==> config.mk <==
export PLATFORM = sky130hd
export DESIGN_NAME = matmul2x2_seq_core
export DESIGN_NICKNAME = d
export VERILOG_FILES = /design/src/rtl/matmul2x2_seq_core.sv
export SDC_FILE = /design/constraint.sdc
export NUM_CORES = 1
export LEC_CHECK = 0
export ABC_AREA = 1
export BUFFER_PORTS_ARGS = -buffer_cell sky130_fd_sc_hd__buf_2
export CAP_MARGIN = 10
export CORE_MARGIN = 2
export CORE_UTILIZATION = 45
export DETAILED_ROUTE_END_ITERATION = 6
export PLACE_DENSITY_LB_ADDON = 0.3
export SYNTH_ARGS = -nofsm -noshare
export SYNTH_HDL_FRONTEND = slang
export SYNTH_SLANG_ARGS = --single-unit
==> constraint.sdc <==
create_clock -name clk -period 5.6 [get_ports clk]
set_input_delay 0.56 -clock clk [delete_from_list [all_inputs] [get_ports clk]]
set_output_delay 0.56 -clock clk [all_outputs]
set_load 0.005 [all_outputs]
==> src/rtl/matmul2x2_seq_core.sv <==
// matmul2x2_seq_core: sequential 2x2 unsigned matrix multiplier.
// Four operand bytes are loaded over a valid/ready stream. C = A*B is then
// computed with one shared multiply-accumulate unit. The four results are
// streamed out in order C00, C01, C10, C11, each with its index.
module matmul2x2_seq_core #(
    parameter int unsigned ELEM_W = 4
) (
    input  logic                  clk,
    input  logic                  rst,
    input  logic                  in_valid,
    output logic                  in_ready,
    input  logic [2*ELEM_W-1:0]   in_data,
    output logic                  res_valid,
    input  logic                  res_ready,
    output logic [2*ELEM_W:0]     res_data,
    output logic [1:0]            res_idx,
    output logic                  busy
);

    localparam int unsigned PW    = 2 * ELEM_W;
    localparam int unsigned ACC_W = 2 * ELEM_W + 1;

    typedef enum logic [1:0] {
        LOAD = 2'd0,
        MAC0 = 2'd1,
        MAC1 = 2'd2,
        OUT  = 2'd3
    } state_t;

    state_t             state_q;
    logic [1:0]         cnt_q;
    logic [1:0]         idx_q;
    logic [ACC_W-1:0]   acc_q;
    logic               res_valid_q;
    // Element k of A is A_{k[1],k[0]}; the same holds for B.
    logic [ELEM_W-1:0]  a_q [4];
    logic [ELEM_W-1:0]  b_q [4];

    logic [ELEM_W-1:0]  mul_a_d;
    logic [ELEM_W-1:0]  mul_b_d;
    logic [PW-1:0]      prod_d;
    logic               k_d;

    // Shared multiplier: pick the A_ik * B_kj term for the current MAC step.
    always_comb begin
        k_d     = (state_q == MAC1);
        mul_a_d = a_q[{idx_q[1], k_d}];
        mul_b_d = b_q[{k_d, idx_q[0]}];
        prod_d  = PW'(mul_a_d) * PW'(mul_b_d);
    end

    // Control FSM, operand capture, accumulator and result registers.
    always_ff @(posedge clk or posedge rst) begin
        if (rst) begin
            state_q     <= LOAD;
            cnt_q       <= '0;
            idx_q       <= '0;
            acc_q       <= '0;
            res_valid_q <= 1'b0;
            for (int unsigned i = 0; i < 4; i++) begin
                a_q[i] <= '0;
                b_q[i] <= '0;
            end
        end else begin
            case (state_q)
                LOAD: begin
                    if (in_valid) begin
                        if (!cnt_q[1]) begin
                            a_q[{cnt_q[0], 1'b0}] <= in_data[ELEM_W-1:0];
                            a_q[{cnt_q[0], 1'b1}] <= in_data[PW-1:ELEM_W];
                        end else begin
                            b_q[{cnt_q[0], 1'b0}] <= in_data[ELEM_W-1:0];
                            b_q[{cnt_q[0], 1'b1}] <= in_data[PW-1:ELEM_W];
                        end
                        // Count wraps to 0 after byte3.
                        cnt_q <= cnt_q + 2'd1;
                        if (cnt_q == 2'd3) begin
                            idx_q   <= '0;
                            state_q <= MAC0;
                        end
                    end
                end
                MAC0: begin
                    acc_q   <= ACC_W'(prod_d);
                    state_q <= MAC1;
                end
                MAC1: begin
                    acc_q       <= acc_q + ACC_W'(prod_d);
                    res_valid_q <= 1'b1;
                    state_q     <= OUT;
                end
                OUT: begin
                    if (res_ready) begin
                        res_valid_q <= 1'b0;
                        if (idx_q == 2'd3) begin
                            state_q <= LOAD;
                        end else begin
                            idx_q   <= idx_q + 2'd1;
                            state_q <= MAC0;
                        end
                    end
                end
                default: state_q <= LOAD;
            endcase
        end
    end

    assign in_ready  = (state_q == LOAD) && !rst;
    assign res_valid = res_valid_q;
    assign res_data  = acc_q;
    assign res_idx   = idx_q;
    assign busy      = (cnt_q != 2'd0) || (state_q != LOAD);

endmodule

== Yosys cells after proc, flatten, opt, wreduce, memory -nomap -nowiden ==
Index checks and enable logic that the tools add are counted.
W data, S select, Z words.
Cells by class
  muxes and demuxes: 27
  $mul: 1
  bitwise logic cells: 5
  shifts and indexed selects: 0
  $lt $le $gt $ge: 6
  divide/modulo/power cells: 0
  reductions and logical operators: 17
  eq/ne operators: 9
  add/sub/neg operators: 3
Operator list (count)
  $bwmux W16: 4
  $mux W4: 6
  $pmux W9 S2: 1
  $bmux W4 S2: 2
  $demux W4 S2: 2
  $mux W2: 7
  $ge A3 B3 Y1 const B: 4
  $not A2 Y3: 4
  $reduce_bool A2 Y1: 5
  $add A9 B8 Y9: 1
  $reduce_and A3 Y1: 3
  $eq A2 B2 Y1 const B: 4
  $mul A4 B4 Y8: 1
  $ne A2 B2 Y1 const B: 4
  $pmux W2 S4: 1
  $lt A3 B1 Y1 const B: 2
  $reduce_and A5 Y1: 1
  $add A2 B1 Y2 const B: 2
  $pmux W2 S2: 1
  $reduce_and A2 Y1: 2
  $logic_and A1 B1 Y1: 3
  $eq A2 B1 Y1 const B: 1
  $logic_not A2 Y1: 1
  $mux W1: 2
  other kinds (4): 4
Storage, ports and cells
  latch bits: 0
  bits in writable memories: 0
  register bits: 48
  input bits: 12
  memories: 0
  ROM bits: 0
  logic and storage cells: 81
  output and inout port bits: 14

== Logic depth before layout (Yosys ltp) ==
  depth after elaboration: 8
  mapped depth: 27
  gate-level depth less buffers: 27

== Least setup slack after synthesis ==
Ideal clock, no wire load.
  path kind: reg-to-reg
  start point: register state_q[0]
  end point: register acc_q[7] (netlist: res_data[7])
  library setup time: 0.116 ns
  data required time: 5.484 ns
  setup slack: 1.111 ns
  buffers on the path: 1
  period minus slack after synthesis: 4.489 ns
  cell stages (with the launch flop): 25
  arrival: 4.373 ns
  path through: dfrtp_1 inv_1 ha_1 inv_2 buf_6 a32o_2 or2_1 fa_1 inv_1 fa_1 inv_1 fa_1 nand3b_1 nand2_1 xor2_1 inv_1 ha_1 nand2_1 inv_1 a21oi_1 nand2_1 nand2_1 nand3_1 nand2_1 nand2_1
On the way
  longest elaborated chain between the ends: 8
  elaborated cells on any way between the ends: 14
  classes of those cells: add/sub: 1; mul: 1; eq/ne: 2; mux: 7; bitwise: 2; reduce/logical: 1
RTL lines
  from (decl): line 30  | state_t state_q;
  from (signal assigned): line 55  | state_q <= LOAD;
  from (signal assigned): line 79  | state_q <= MAC0;
  from (signal assigned): line 85  | state_q <= MAC1;
  $eq A2 B2 Y1: line 46, 65
  $not A2 Y3, on equally long branches: line 47, 48
  $bmux W4 S2, on equally long branches: line 47, 48
  $mux W4, on equally long branches (2 in series): line 47, 48
  $mul A4 B4 Y8: line 49  | prod_d = PW'(mul_a_d) * PW'(mul_b_d);
  $add A9 B8 Y9: line 88  | acc_q <= acc_q + ACC_W'(prod_d);
  $pmux W9 S2: line 65  | case (state_q)
  to (signal assigned): line 84  | acc_q <= ACC_W'(prod_d);
  to (signal assigned): line 88
  to (decl): line 33  | logic [ACC_W-1:0] acc_q;
Several ways; a longest one is shown, not always the timed one. The select of a mux whose other input is x is not followed.
A chain may end at the register's enable or synchronous reset.

== Worst setup path after layout ==
Same ends and word-level chain as after synthesis.

==> impl_metrics.ini <==
[outcome]
status = complete, no violations

[setup_path]
crit_arrival_ns = 5.22
startpoint = state_q[0]
worstSetupEndpointType = register
cp_max_fo = 18
reg2reg_setup_slack_ns = 0.58
rr_endpoint = res_data[7]
crit_end = res_data[7]
reg2regPathDepth = 23
r2r_start = state_q[0]
cp_data_required_time_ns = 5.80
critical_path_class = reg2reg
start_kind = register
cp_common_cell = nand2_1
cp_cell_sequence = inv_1 -> ha_2 -> inv_2 -> a32o_1 -> or2_1 -> fa_1 -> inv_1 -> fa_1 -> inv_1 -> fa_1 -> nand3b_1 -> nand2_1 -> xor2_1 -> inv_1 -> ha_1 -> nand2_1 -> inv_1 -> a21oi_1 -> nand2_1 -> nand2_1 -> nand3_1 -> nand2_1 -> nand2_1
cpMaxStageDelayCell = fa_1
critical_path.max_stage_delay_ns = 0.56

[clock_network]
clk_latency_ns = 0.30
clk_path_buf_depth = 2
ctsResizeCount = 0
numClockSinks = 48
cts.reportedPaths.clkPinSlew_ns = 0.10
htree_levels = 2
cts-root-buf = clkbuf_8
cts_tree = built
ctsHoldBuffers = 0
cts_buffers = 5
post_cts_buffers = 0

[routing]
detail-route-antenna-nets = 0
viasPerCell = 5.18
postRouteWirelength_um = 6390
vias = 2567
wire_per_inst_um = 12.9
drt_first_pass_iters = 4
drt_iter0_drc = 86
drc = 0

[synth]
syn_inst = 391
avgSynthCellArea_um2 = 7.82
async_reset_ff_frac = 1.00
yosys-top-cells-area = dfrtp_1 39%, nand2_1 14%, ha_1 11%, inv_1 5.4%, o21ai_1 5.4%
synth-main-ff-cell = dfrtp_1
netlist.top_cell.by_area = dfrtp_1
ys_seq_elements = 48
yosys.area.top_type_share = 0.393
syn_area_mm2 = 0.00306
yosysWarnings = 0
ys_seq_area_frac = 0.393
synth_cell_types = 31
synth_fp_nets = 435
synth_edf_count = 0

[global_route]
antenna_found_initial = 0
grt_util_all_layers = 0.189
grt_pass1_vias = 2507
grt-ovfl-total = 0
grt_pass1_wl_um = 11300
grt_max_degree = 49

[place]
gp_congestion = 0.816
post-place-ws_ns = 0.326
dp_hpwl_um = 4760
portBuffers = 25

[floorplan]
coreArea_mm2 = 0.00668
die_y_um = 86.5
dieArea_mm2 = 0.00747
die_x_um = 86.5
ios = 26
placementRows = 30
start_util = 0.458

[layout]
final_layout_size_suffix_gt1_frac = 0.115
fin_nets = 459
antenna_cells = 0
n_fill_cell = 684
area_delta_synth_final_pct = 9.04

[timing]
tightest_slew_ns = 1.00
finalSetupTns_ns = 0
fin_crit_sh = 0.897
rsz0062_at_grt = false
period_minus_slack_ns = 5.02
drv_slew = 0
hold_slack_ns = 0.496
skew_ns = 0.00810
clock.fmax_mhz = 199
setup_viol = 0
maxSlewHeadroom = 0.330
fin_ws_ns = 0.576
hold_viol = 0

[worst_hold_path]
hp-class = in2async

[job]
maxCapViolCount = 0
-- cells in the final DEF (no fill, tap or decap), drive strengths merged, types with 6 or more instances in the layout --
| cell | instances |
|---|---|
| ha | 27 |
| nor2 | 32 |
| dfrtp | 48 |
| nand2 | 111 |
| inv | 51 |
| or2 | 6 |
| a32o | 6 |
| clkbuf | 6 |
| buf | 25 |
| o21ai | 39 |
| a21oi | 17 |
| nand3 | 22 |
-- stage by stage --
| stage | instance area, um^2 | instances | util |
|---|---|---|---|
| 3_5_place_dp | 3240 | 488 | 0.484 |
| 4_1_cts | 3330 | 496 | 0.499 |
| 2_1_floorplan | 3060 | 391 | - |
| 5_1_grt | 3340 | 496 | 0.499 |
| 6_report | 3340 | 496 | 0.499 |
| 3_3_place_gp | 3240 | 488 | 0.484 |
-- cells in the mapped netlist, types with 2 or more instances --
library cell,count
nand2_1,111
xor2_1,4
o21ai_0,6
fa_1,5
o31ai_1,2
and2_1,2
buf_2,6
a21oi_1,17
or2_1,3
o21ai_1,33
a32o_1,5
o211ai_1,4
nand3_2,2
nand3_1,20
nand3b_1,2
inv_1,44
nor2_1,31
ha_1,27
or2_2,2
dfrtp_1,48
inv_2,7
-- registers in the layout (all words and copies together), names as in the netlist --
name	flops
b_q	16
res_idx	2
cnt_q	2
state_q	2
res_data	9
a_q	16
res_valid	1
-- worst min-delay path by stage --
stage	start	end	slack [ns]	cells past startpoint
5_1_grt	a_q[12]	a_q[12]	0.53	2
4_1_cts	a_q[12]	a_q[12]	0.50	2
3_5_place_dp	a_q[12]	a_q[12]	0.48	2
2_1_floorplan	a_q[12]	a_q[12]	0.45	2
3_3_place_gp	a_q[12]	a_q[12]	0.47	2
6_report	rst	res_idx[0]	0.50	2
-- routing by layer --
layer  up-vias  GRT usage  routed length (um)
li1       1319          -                   -
met3         2     0.0286                 277
met5         -          0                   0
met4         0     0.0511                  33
met1      1199      0.253                3060
met2        47      0.321                3010
-- logic make-up (layout without fill, tap and decap cells) --
family,count (synthesis),count (layout),share of synthesized area
and+or+nand+nor,175,175,0.237
AOI/OAI and AO/OA,72,72,0.136
buffers and inverters,60,85,0.0798
DFF,48,48,0.393
adders and majority gates,32,32,0.143
xor gates and xnor gates,4,4,0.0115
-- critical path: cells and delay by family, from the launching register on --
family | cells | cell delay [ns]
flip-flops | 1 | 0.42
buffers and inverters | 6 | 0.57
XOR/XNOR | 1 | 0.17
AO/OA/AOI/OAI | 2 | 0.55
AND/OR/NAND/NOR | 9 | 0.96
adder cells (fa/ha/maj) | 5 | 2.25
-- cell type report --
class / instances / area, um^2 / area share
well taps: 80 / 100 / 0.0300
repair buffers: 25 / 125 / 0.0375
multi-input cells: 283 / 1620 / 0.485
clock buffers: 6 / 82.6 / 0.0248
clock inverters: 2 / 15.0 / 0.00450
flip-flops and latches: 48 / 1200 / 0.360
inverters: 52 / 195 / 0.0585
Power is not shown: default switching activity piles up to over one toggle a cycle in this logic, so the estimate is an artifact.
